<file path="config.mk">
export PLATFORM = sky130hd
export DESIGN_NAME = mux_arbiter
export DESIGN_NICKNAME = d
export VERILOG_FILES = /design/src/rtl/mux_arbiter.sv
export SDC_FILE = /design/constraint.sdc
export NUM_CORES = 1
export LEC_CHECK = 0
export CAP_MARGIN = 20
export CORE_MARGIN = 2
export CORE_UTILIZATION = 30
export CTS_CLUSTER_SIZE = 30
export DETAILED_ROUTE_END_ITERATION = 16
export PLACE_DENSITY = 0.74
export SYNTH_ARGS = -nofsm -noshare
export SYNTH_HDL_FRONTEND = slang
export SYNTH_SLANG_ARGS = --single-unit
export TNS_END_PERCENT = 20
</file>
<file path="constraint.sdc">
create_clock -name clk -period 2.35 [get_ports clk]
set_clock_uncertainty 0.05 [all_clocks]
set_input_delay 0.705 -clock clk [delete_from_list [all_inputs] [get_ports clk]]
set_output_delay 0.705 -clock clk [all_outputs]
set_load 0.05 [all_outputs]
</file>
<file path="src/rtl/mux_arbiter.sv">
// Round-robin packet arbiter for two valid/ready requesters sharing one output
// channel through a one-hot 2:1 mux and a single-entry output register.

module mux_arbiter #(
  parameter int DATA_WIDTH = 32,
  parameter int MAX_BEATS  = 16
) (
  input  logic                  clk,
  input  logic                  rst,
  input  logic                  a_valid,
  input  logic                  a_last,
  input  logic [DATA_WIDTH-1:0] a_data,
  output logic                  a_ready,
  input  logic                  b_valid,
  input  logic                  b_last,
  input  logic [DATA_WIDTH-1:0] b_data,
  output logic                  b_ready,
  output logic                  out_valid,
  output logic                  out_last,
  output logic [DATA_WIDTH-1:0] out_data,
  input  logic                  out_ready,
  output logic                  sel1,
  output logic                  sel2,
  output logic                  busy,
  output logic                  err_overrun
);

  localparam int               CNT_W    = $clog2(MAX_BEATS) + 1;
  localparam logic [CNT_W-1:0] LAST_CNT = CNT_W'(MAX_BEATS - 1);

  localparam logic [1:0] IDLE    = 2'b00;
  localparam logic [1:0] GRANT_A = 2'b01;
  localparam logic [1:0] GRANT_B = 2'b10;

  logic [1:0]            state_q, state_d;
  logic                  prio_q, prio_d;
  logic [CNT_W-1:0]      beat_cnt_q, beat_cnt_d;
  logic                  out_valid_q, out_valid_d;
  logic                  out_last_q, out_last_d;
  logic [DATA_WIDTH-1:0] out_data_q, out_data_d;
  logic                  err_overrun_q, err_overrun_d;

  logic                  slot_free;
  logic                  load;
  logic                  x_last;
  logic                  cap_hit;
  logic                  release_grant;
  logic [DATA_WIDTH-1:0] mux_out;

  function automatic logic [1:0] arbitrate(input logic av, input logic bv, input logic p);
    if (av && bv) return p ? GRANT_B : GRANT_A;
    if (av)       return GRANT_A;
    if (bv)       return GRANT_B;
    return IDLE;
  endfunction

  assign sel1 = (state_q == GRANT_A);
  assign sel2 = (state_q == GRANT_B);
  assign busy = sel1 | sel2;

  assign slot_free     = !out_valid_q || out_ready;
  assign a_ready       = sel1 & slot_free;
  assign b_ready       = sel2 & slot_free;
  assign load          = (a_valid & a_ready) | (b_valid & b_ready);
  assign x_last        = sel1 ? a_last : b_last;
  assign cap_hit       = (beat_cnt_q == LAST_CNT);
  assign release_grant = load & (x_last | cap_hit);

  mux_arbiter_mux2 #(
    .DATA_WIDTH(DATA_WIDTH)
  ) u_mux (
    .sel1 (sel1),
    .sel2 (sel2),
    .in1  (a_data),
    .in2  (b_data),
    .out  (mux_out)
  );

  always_comb begin
    // NOTE: every output of this block gets a default first, so no path can
    // leave a value unassigned and infer a latch.
    state_d       = state_q;
    prio_d        = prio_q;
    beat_cnt_d    = beat_cnt_q;
    out_valid_d   = out_valid_q;
    out_last_d    = out_last_q;
    out_data_d    = out_data_q;
    err_overrun_d = 1'b0;

    if (load) begin
      out_data_d  = mux_out;
      out_last_d  = x_last;
      out_valid_d = 1'b1;
      beat_cnt_d  = beat_cnt_q + 1'b1;
    end else if (out_valid_q && out_ready) begin
      out_valid_d = 1'b0;
    end

    case (state_q)
      IDLE: state_d = arbitrate(a_valid, b_valid, prio_q);
      GRANT_A, GRANT_B: begin
        if (release_grant) begin
          beat_cnt_d    = '0;
          prio_d        = sel1;
          err_overrun_d = !x_last;
          // The releasing side's valid is the beat just consumed, so only the
          // other requester may take over without an IDLE cycle.
          state_d       = arbitrate(a_valid & ~sel1, b_valid & ~sel2, prio_d);
        end
      end
      default: state_d = IDLE;
    endcase
  end

  // NOTE: state registers use non-blocking assignments so every flop samples
  // the pre-edge values regardless of evaluation order.
  always_ff @(posedge clk or posedge rst) begin
    if (rst) begin
      state_q       <= IDLE;
      prio_q        <= 1'b0;
      beat_cnt_q    <= '0;
      out_valid_q   <= 1'b0;
      out_last_q    <= 1'b0;
      out_data_q    <= '0;
      err_overrun_q <= 1'b0;
    end else begin
      state_q       <= state_d;
      prio_q        <= prio_d;
      beat_cnt_q    <= beat_cnt_d;
      out_valid_q   <= out_valid_d;
      out_last_q    <= out_last_d;
      out_data_q    <= out_data_d;
      err_overrun_q <= err_overrun_d;
    end
  end

  assign out_valid   = out_valid_q;
  assign out_last    = out_last_q;
  assign out_data    = out_data_q;
  assign err_overrun = err_overrun_q;

endmodule

module mux_arbiter_mux2 #(
  parameter int DATA_WIDTH = 32
) (
  input  logic                  sel1,
  input  logic                  sel2,
  input  logic [DATA_WIDTH-1:0] in1,
  input  logic [DATA_WIDTH-1:0] in2,
  output logic [DATA_WIDTH-1:0] out
);

  assign out = ({DATA_WIDTH{sel1}} & in1) | ({DATA_WIDTH{sel2}} & in2);

endmodule

</file>
==> results.md, run 1 <==
- CP bufs+invs: 1
- Endpoint, Worst Hold: beat_cnt_q[1]$_DFF_PP0_
- Count of buffers from port buffering: 110
- Drt first pass iters: 4
- Tightest Pin Transition: 0.527 ns
- Fin worst setup slack: 0.0665 ns
- Half-perimeter wire length after placement: 4.65 mm
- Vias per inst: 4.78
- Fmax: 438 MHz
- Tightest Hold Check Type: flop to flop
- Drt total wl: 5.97 mm
- Antenna violations before repair: 0
- CTS tree: done
- Detailed-route via count: 2035
- Slowest stage delay, CP: 0.84 ns
- Worst reg2reg path depth: 6
- FFs w/ async S/R, synth: 100%
- R2r setup slk: 0.43 ns
- Crit path max fanout: 2
- Sequential area share after synthesis: 50.5%
- GRT overflow: 0
- Io pins: 111
- Antenna Cells: 0
- Pwr/cell area: 1510 nW/µm²
- Leak Pwr: 1.48 nW
- DR iter-0 viols: 59
- GPL Wtd Cong: 0.725
- Status: finished, final reports clean
- Final setup fails: 0
- Setup Fix Bufs, Post-CTS: 0
- Sequential power share: 24.9%
- Worst-path clk slew: 0.08 ns
- Post-Route Setup TNS: 0 ns
- EDFF count, synth: 0
- Worst Min Path Start: beat_cnt_q[1]$_DFF_PP0_
- Area grow syn2layout: 64.7%
- Main synth FF type: dfrtp_1
- Critical Path RT: 1.59 ns
- Mapped Cells: 215
- Synthesized area per cell: 9.91 µm²
- Root Buffer: clkbuf_8
- Peak VDD IR: 0.000521 V
- Syn nets: 294
- Share of cells above drive strength 1: 14.8%
- Die width: 88.3 µm
- Clk buf depth: 2
- Crit Path Class: flop to primary output
- Antenna-violating nets left: 0
- Placed Area: 3410 µm²
- Fin nets: 409
- Slew Limit Fails: 0
- Crit path from: out_valid$_DFFE_PP0P_
- Startpoint Class: flop
- Max-Cap Viols: 0
- Inserted Clock Buffers: 5
- Psw: 2.65 mW
- Worst path cell trace: clkdlybuf4s50_1
- Post-Syn Area: 2130 µm²
- RSZ-0062 raised after global routing: false
- Synth warnings: 0
- Synth unique cells: 31
- Final Cell Area: 3510 µm²
- Pint: 2.66 mW
- Worst hold path depth: 2
- Global-route wire length before repair: 9.22 mm
- Worst r2r dst: state_q[0]$_DFFE_PP0P_
- Vias in the first global route: 2010
- Switching share of power: 49.9%
- Die area: 7790 µm²
- Core Region: 6830 µm²
- Fin crit share: 97.2%
- Initial core utilization: 31.2%
- Worst-skew pair later-pin latency: 0.29 ns
- Place WS: -0.0581 ns
- # DRC: 0
- CTS H-tree lvls: 2
- Avg WL per Cell: 14.0 µm
- CP delay by family, top: buffers and inverters
- Arrival time of the worst setup path: 1.53 ns
- Share of total power in the clock network: 8.8%
- Row count: 30
- Gr usage total: 15.2%
- Post-synthesis register bit count: 43
- Crit path time final: 2.28 ns
- TritonCTS Sinks: 43
- CP max-delay cell: clkdlybuf4s50_1
- CP Capture Type: primary output
- Reg2reg start: state_q[0]$_DFFE_PP0P_
- Largest net degree at the start of global routing: 21
- Slew headroom: 64.8%
- Die height: 88.3 µm
- Combinational share of power: 66.3%
- CTS Hold Bufs: 0
- Fin. Hold Viols: 0
==> state kept, by name, indices dropped and copies added, names as in the netlist <==
register	count
out_last	1
err_overrun	1
prio_q	1
out_data	32
out_valid	1
state_q	2
beat_cnt_q	5
==> cells in the mapped netlist (3+ instances only) <==
cell type  count  area share [%]
nor2_1        58              10
dfrtp_1       43              50
a221oi_1      32              13
nand2_1       12             2.1
ha_1           8             4.7
nor2_2         8             2.3
clkbuf_1       6             1.1
inv_1          6             1.1
buf_2          5             1.2
buf_6          4             2.1
and2_1         3            0.88
mux2_2         3             1.6
==> area by class of cell <==
| class | count | area (µm²) |
|---|---|---|
| multi-input cells | 150 | 946 |
| clock buffers | 6 | 82.6 |
| well taps | 96 | 120 |
| fillers | 617 | 3320 |
| flip-flops and latches | 43 | 1080 |
| repair buffers | 124 | 1260 |
| inverters | 6 | 22.5 |
| clock inverters | 1 | 5.00 |
==> cells in the final DEF (no fill, tap or decap), types with 3 or more instances in the layout <==
cell type / instances
dfrtp_1: 43
nand2_1: 12
a221oi_1: 32
ha_1: 8
clkdlybuf4s50_1: 103
inv_1: 5
buf_4: 15
nor2_2: 8
buf_12: 5
mux2_2: 3
nor2_1: 58
clkbuf_8: 6
==> cells by family (layout without fill, tap and decap cells) <==
| group | Yosys count | in the layout | synth area share [%] |
|---|---|---|---|
| AO/OA/AOI/OAI | 43 | 43 | 16.9 |
| adder cells (fa/ha/maj) | 8 | 8 | 4.70 |
| buffers and inverters | 22 | 137 | 5.75 |
| flip-flops | 43 | 43 | 50.5 |
| multiplexers | 4 | 4 | 2.29 |
| AND/OR/NAND/NOR | 95 | 95 | 19.8 |
==> worst max path at each step <==
| stage | cells after the start | endpoint | slack [ns] |
|---|---|---|---|
| floorplan | 5 | a_ready | 0.08 |
| global placement | 4 | b_ready | -0.06 |
| detailed placement | 4 | a_ready | -0.06 |
| CTS | 4 | a_ready | 0.02 |
| global route | 1 | out_valid | 0.03 |
| finish | 1 | out_valid | 0.07 |
==> metrics by stage <==
stage | hold WS [ns] | power, mW | util, % | instances
6_report | 0.447 | 5.32 | 51.4 | 426
5_1_grt | 0.493 | 5.66 | 51.4 | 426
4_1_cts | 0.456 | 5.37 | 51.3 | 426
3_3_place_gp | 0.416 | 4.81 | 49.9 | 419
2_1_floorplan | 0.415 | 3.64 | - | 215
3_5_place_dp | 0.431 | 4.87 | 49.9 | 419
==> power by group through the flow <==
stage,clock network [mW],registers [mW],logic (mW)
6_report,0.469,1.32,3.52
5_1_grt,0.516,1.37,3.77
4_1_cts,0.489,1.33,3.56
3_5_place_dp,0,1.34,3.53
3_3_place_gp,0,1.32,3.48
2_1_floorplan,0,2.38,1.25
==> per-layer routing <==
layer	share of wire, %	vias to the layer above	global-route usage [%]	routed length, µm
li1	-	985	-	-
met1	40	962	17.3	2410
met2	50	72	27.2	3000
met3	6.9	16	4.57	413
met4	2.5	0	4.96	150
met5	0	-	0	0
==> timing repair <==
item | CTS | global route
setup endpoints to repair | 2 | 2
pin swaps | 0 | 0
gates resized for setup | 3 | 1
No activity file was read; power rests on OpenSTA's default activity.
==> run 2, diff against run 1 <==
--- a/config.mk
+++ b/config.mk
@@ -10,6 +10,7 @@
 export CORE_UTILIZATION = 30
 export CTS_CLUSTER_SIZE = 30
 export DETAILED_ROUTE_END_ITERATION = 16
+export MAX_ROUTING_LAYER = met4
 export PLACE_DENSITY = 0.74
 export SYNTH_ARGS = -nofsm -noshare
 export SYNTH_HDL_FRONTEND = slang
==> run 2 against run 1 <==
Total power about the same; maximum frequency about the same; cell area is the same; sequential cell count unchanged; register-to-register slack is essentially flat; global-route usage up 0.41 points; critical path depth is the same; critical path type unchanged.
==> results.md, run 2 (synthesis gave the netlist of run 1 again) <==
- Status: finished, final reports clean
- Slowest stage delay, CP: 0.84 ns
- Max reg flops: 32
- Slew headroom: 64.8%
- RSZ-0062 raised after global routing: false
- Critical Path RT: 1.59 ns
- Critical path depth in cells: 1
- R2r setup slk: 0.42 ns
- Detailed-route via count: 2034
- CTS tree: done
- Gr usage total: 15.6%
- CTS H-tree lvls: 2
- Area grow syn2layout: 64.7%
- Vias per inst: 4.77
- Post-Route Setup TNS: 0 ns
- Largest net degree at the start of global routing: 21
- Worst reg2reg path depth: 6
- Tightest Pin Transition: 0.527 ns
- GPL Wtd Cong: 0.733
- Crit path time final: 2.28 ns
- Root Buffer: clkbuf_8
- CP bufs+invs: 1
- Multi-input logic area: 946 µm²
- Max-Cap Viols: 0
- Most common cell after layout, fill and taps aside: clkdlybuf4s50_1
- Die area: 7790 µm²
- Fin nets: 409
- Fmax: 438 MHz
- CP Capture Type: primary output
- Startpoint Class: flop
- Count of buffers from port buffering: 110
- # DRC: 0
- Reg2reg start: state_q[0]$_DFFE_PP0P_
- Worst-skew pair later-pin latency: 0.29 ns
- Clk buf depth: 2
- Reg area: 1080 µm²
- DR iter-0 viols: 79
- Worst path cell trace: clkdlybuf4s50_1
- Place WS: -0.0581 ns
- CP delay by family, top: buffers and inverters
- TritonCTS Sinks: 43
- Vias in the first global route: 2011
- Share of total power in the clock network: 8.8%
- Io pins: 111
- Sequential power share: 24.9%
- Filler Cell Count: 617
- Pint: 2.66 mW
- Slew Limit Fails: 0
- Fin. Hold Viols: 0
- Crit Path Class: flop to primary output
- Psw: 2.65 mW
- Worst hold path depth: 2
- Crit path max fanout: 2
- Fin worst setup slack: 0.0663 ns
- Antenna Cells: 0
- Avg WL per Cell: 14.0 µm
- Worst Min Path Start: beat_cnt_q[1]$_DFF_PP0_
- Crit path from: out_valid$_DFFE_PP0P_
- Worst-path clk slew: 0.08 ns
- GRT overflow: 0
- Leak Pwr: 1.48 nW
- Die height: 88.3 µm
- Core Region: 6830 µm²
- Initial core utilization: 31.2%
- Drt total wl: 5.97 mm
- Row count: 30
- Share of cells above drive strength 1: 14.8%
- Pwr/cell area: 1510 nW/µm²
- Most frequent cells in the layout: clkdlybuf4s50_1 (103), nor2_1 (58), dfrtp_1 (43)
- Inserted Clock Buffers: 5
- Worst hold margin: 0.447 ns
- Peak VDD IR: 0.000521 V
- Fin crit share: 97.2%
- Switching share of power: 49.9%
- Combinational share of power: 66.3%
- Tightest Hold Check Type: flop to flop
- Drt first pass iters: 4
- Antenna-violating nets left: 0
- Half-perimeter wire length after placement: 4.65 mm
- Die width: 88.3 µm
- CTS Hold Bufs: 0
- Arrival time of the worst setup path: 1.53 ns
- CP max-delay cell: clkdlybuf4s50_1
- Global-route wire length before repair: 9.21 mm
- Antenna violations before repair: 0
- Final setup fails: 0
[run 2: cell counts in the layout (fill, tap and decap cells not counted)]
No cell type changed its count.
[run 2: worst register-to-register path: cells and delay by family, from the launching register on]
family	cells	cell delay (ns)
AOI/OAI and AO/OA	2	0.45
DFF	1	0.43
muxes	1	0.36
adders and majority gates	1	0.28
buffers and inverters	1	0.13
and+or+nand+nor	1	0.12
[run 2: timing repair]
| action | CTS | global route |
|---|---|---|
| endpoints found under the setup margin | 2 | 2 |
| gates resized for setup | 3 | 1 |
| buffers inserted | 0 | 0 |
| gates cloned | 0 | 0 |
[run 2: cell type report]
cell class              count  area share (%)
clock buffers               6            2.35
clock inverters             1           0.143
inverters                   6           0.642
multi-input cells         150            27.0
flip-flops and latches     43            30.7
well taps                  96            3.42
repair buffers            124            35.8
[run 2: power groups by stage]
stage / registers (mW) / clock network (mW) / logic [mW]
after floorplan: 2.38 / 0 / 1.25
after global placement: 1.32 / 0 / 3.48
after detailed placement: 1.34 / 0 / 3.53
after CTS: 1.33 / 0.489 / 3.56
after global routing: 1.37 / 0.513 / 3.77
final: 1.33 / 0.469 / 3.52
[run 2: stage by stage]
| stage | instances | util (%) | cell area, µm² | power [mW] |
|---|---|---|---|---|
| 2_1_floorplan | 215 | - | 2130 | 3.64 |
| 3_3_place_gp | 419 | 49.9 | 3410 | 4.81 |
| 3_5_place_dp | 419 | 49.9 | 3410 | 4.87 |
| 4_1_cts | 426 | 51.3 | 3510 | 5.37 |
| 5_1_grt | 426 | 51.4 | 3510 | 5.66 |
| 6_report | 426 | 51.4 | 3510 | 5.31 |
[run 2: layer usage]
layer | global-route usage (%) | wire (µm)
met1 | 17.4 | 2410
met2 | 27.2 | 3000
met3 | 3.64 | 408
met4 | 5.79 | 153
met5 | - | 0
[run 2: worst paths after layout]
path                                             to
min in group asynchronous  out_data[22]$_DFFE_PP0P_
setup reg to reg             state_q[0]$_DFFE_PP0P_
hold / removal              beat_cnt_q[1]$_DFF_PP0_
max in group asynchronous   out_data[3]$_DFFE_PP0P_
setup / recovery                          out_valid
hold reg to reg             beat_cnt_q[1]$_DFF_PP0_
==> patch (config.mk and constraints of run 1) <==
`DATA_WIDTH` is set to 32 in 2 places; all go to 16.
--- a/src/rtl/mux_arbiter.sv
+++ b/src/rtl/mux_arbiter.sv
@@ -2,7 +2,7 @@
 // channel through a one-hot 2:1 mux and a single-entry output register.
 
 module mux_arbiter #(
-  parameter int DATA_WIDTH = 32,
+  parameter int DATA_WIDTH = 16,
   parameter int MAX_BEATS  = 16
 ) (
   input  logic                  clk,
@@ -142,7 +142,7 @@
 endmodule
 
 module mux_arbiter_mux2 #(
-  parameter int DATA_WIDTH = 32
+  parameter int DATA_WIDTH = 16
 ) (
   input  logic                  sel1,
   input  logic                  sel2,
Interface: changed (resized a_data, b_data and out_data); port bits go from 111 to 63. The function was not compared with the original's and may differ.
==> patch against run 1 <==
- setup slack got worse by 0.060 ns
- non-clock buffer count decreased by 53
- maximum frequency decreased by 2.6%
- power decreased by 38%
- wire length decreased by 40%
- synthesized area decreased by 33%
- sequential power decreased by 38%
- sequential cell count decreased by 16
- first-iteration DRC count decreased by 29%
- design area decreased by 36%
==> patch: results (changes against run 1) <==
Layout:
- The flip-flop count of the largest register after layout was 16 (-50%).
- The ratio of cells with drive above 1 in the final layout is 0.163 (+0.0142).
- The layout filler cell count is 438 (-29%).

Synth:
- By area the synthesized netlist is led by sky130_fd_sc_hd__dfrtp_1 (47%), sky130_fd_sc_hd__a221oi_1 (9.8%), sky130_fd_sc_hd__nor2_1 (8.6%), sky130_fd_sc_hd__ha_1 (7.0%), sky130_fd_sc_hd__buf_6 (3.1%).
- The proportion of synthesized flip-flops having asynchronous set or reset is 1.00 (unchanged).
- The post-synthesis sequential area ratio was 0.471 (-0.0338).
- Ranked by instance count, the synthesized netlist is headed by sky130_fd_sc_hd__nor2_1 (33), sky130_fd_sc_hd__dfrtp_1 (27), sky130_fd_sc_hd__a221oi_1 (16), sky130_fd_sc_hd__nand2_1 (9), sky130_fd_sc_hd__ha_1 (8).
- The count of cell types in the netlist is 33 (+6.5%).
- The post-synth net total came to 190 (-35%).
- The number of instances in the synthesized netlist is 143 (-33%).

Drt:
- The mean routed wirelength per cell is 13.6 µm (-2.7%).
- The post-detailed-route via-to-cell ratio is 4.97 (+4.0%).
- The iteration-0 DRC count of the detailed router is 42 (-29%).
- The wire length after detailed routing is 3.59 mm (-40%).

Clocking:
- The number of buffers created by CTS came to 3 (-2).
- The clock slew at the register clock pins of the worst setup and hold paths is 0.10 ns (+0.02 ns).
- The source-to-sink clock delay at the later pin of the worst-skew pair came to 0.27 ns (-0.02 ns).
- The H-tree level count was 1 (-1).
- The maximum root-to-sink buffer count came to 2 (unchanged).

Placement:
- The setup slack at placement came to -0.0170 ns (+0.0411 ns).
- The last weighted congestion value of the routability-driven placer came to 0.749 (+3.4%).
- The total of buffers placed on input and output ports is 62 (-44%).
- The placed instance count is 258 (-38%).
- The post-detailed-placement half-perimeter wirelength is 2.71 mm (-42%).

Critical path:
- The depth of the worst register-to-register path is 6 (unchanged).
- The start of the worst register-to-register path is state_q[1].
- The data arrival time of the worst path is 1.59 ns (+0.06 ns).
- The launch point of the worst path is out_ready.
- The minimum setup slack among reg-to-reg paths is 0.54 ns (+0.11 ns).
- The largest incremental delay on the critical path came to 0.47 ns (-0.37 ns).
- The highest fanout seen on the critical path was 3 (+1).

Global route:
- The maximum number of pins on one net before global-route repair is 28 (+33%).
- The overall fraction of global-route tracks in use is 0.143 (-0.00938).
- The via count of the first global-routing pass was 1345 (-33%).
- The global-route wire length before repair came to 6.10 mm (-34%).

Worst hold path:
- The class of the tightest hold or removal check is reg -> reg.
- The critical hold path startpoint is beat_cnt_q[1].

Power:
- The peak supply drop is 0.000699 V (+34%).
- The static leakage is 0.973 nW (-34%).
- The total net switching power came to 0.00162 W (-39%).

Status:
- The flow ran to the end, and the final reports show no timing, DRC or antenna violations.

STA:
- The actual transition at the worst max-transition pin is 0.511 ns (-0.0153 ns).
- The worst-case hold slack is 0.463 ns (+0.0159 ns).
## patch: cell count changes after synthesis, sizes merged, moves of 2 or more
| cell | delta |
|---|---|
| dfrtp | -16 |
| buf | -2 |
| nand2 | -3 |
| nor2 | -33 |
| clkbuf | -5 |
| a221oi | -16 |
## patch: how the worst max path moves through the flow
stage                     endpoint  slack [ns]  cells after the start
after floorplan            b_ready        0.05                      5
after global placement     b_ready      0.0006                      4
after detailed placement   a_ready       -0.02                      4
after CTS                  a_ready      -0.002                      4
after global routing       a_ready       -0.03                      4
final                      a_ready       0.006                      4
## patch: final cells by class
class | instances | share of cell area
timing repair buffer | 71 | 0.330
multi-input combinational | 101 | 0.307
sequential | 27 | 0.302
tap | 54 | 0.0302
clock buffer | 3 | 0.0185
inverter | 6 | 0.0101
clock inverter | 1 | 0.00224
## patch: power by group through the flow
stage	Combinational (W)	Sequential [W]	Clock, W
global placement	0.00216	0.000817	0
detailed placement	0.00220	0.000828	0
global route	0.00239	0.000859	0.000290
finish	0.00222	0.000821	0.000264
CTS	0.00222	0.000819	0.000272
floorplan	0.000904	0.00137	0
## patch: metrics by stage
step	instance area, µm²	utilization
after floorplan	1430	-
after global placement	2160	0.464
after detailed placement	2160	0.464
after CTS	2220	0.475
after global routing	2240	0.480
final	2240	0.480
## patch: repair_timing
action,in CTS,in global routing
setup endpoints to repair,2,2
setup buffers,0,1
endpoints found under the hold margin,0,0
gates cloned,0,0
resized for setup,2,3
## patch: layer usage
metal,vias to the layer above,wire (µm),global-route usage
met4,0,14,0.0370
met1,631,1590,0.189
met5,-,0,0
met2,42,1780,0.241
li1,632,-,-
met3,2,211,0.0221
## patch: cells by family (layout without fill, tap and decap cells)
kind of cell,after synthesis,count (layout),share of synthesized area
buffers and inverters,15,81,0.0628
DFF,27,27,0.471
and+or+nand+nor,60,60,0.200
muxes,5,5,0.0410
AOI/OAI and AO/OA,28,28,0.155
adders and majority gates,8,8,0.0698
## patch: critical path: cells and delay by family
kind	cells	cell delay (ns)
buffers and inverters	2	0.60
AND/OR/NAND/NOR	2	0.28
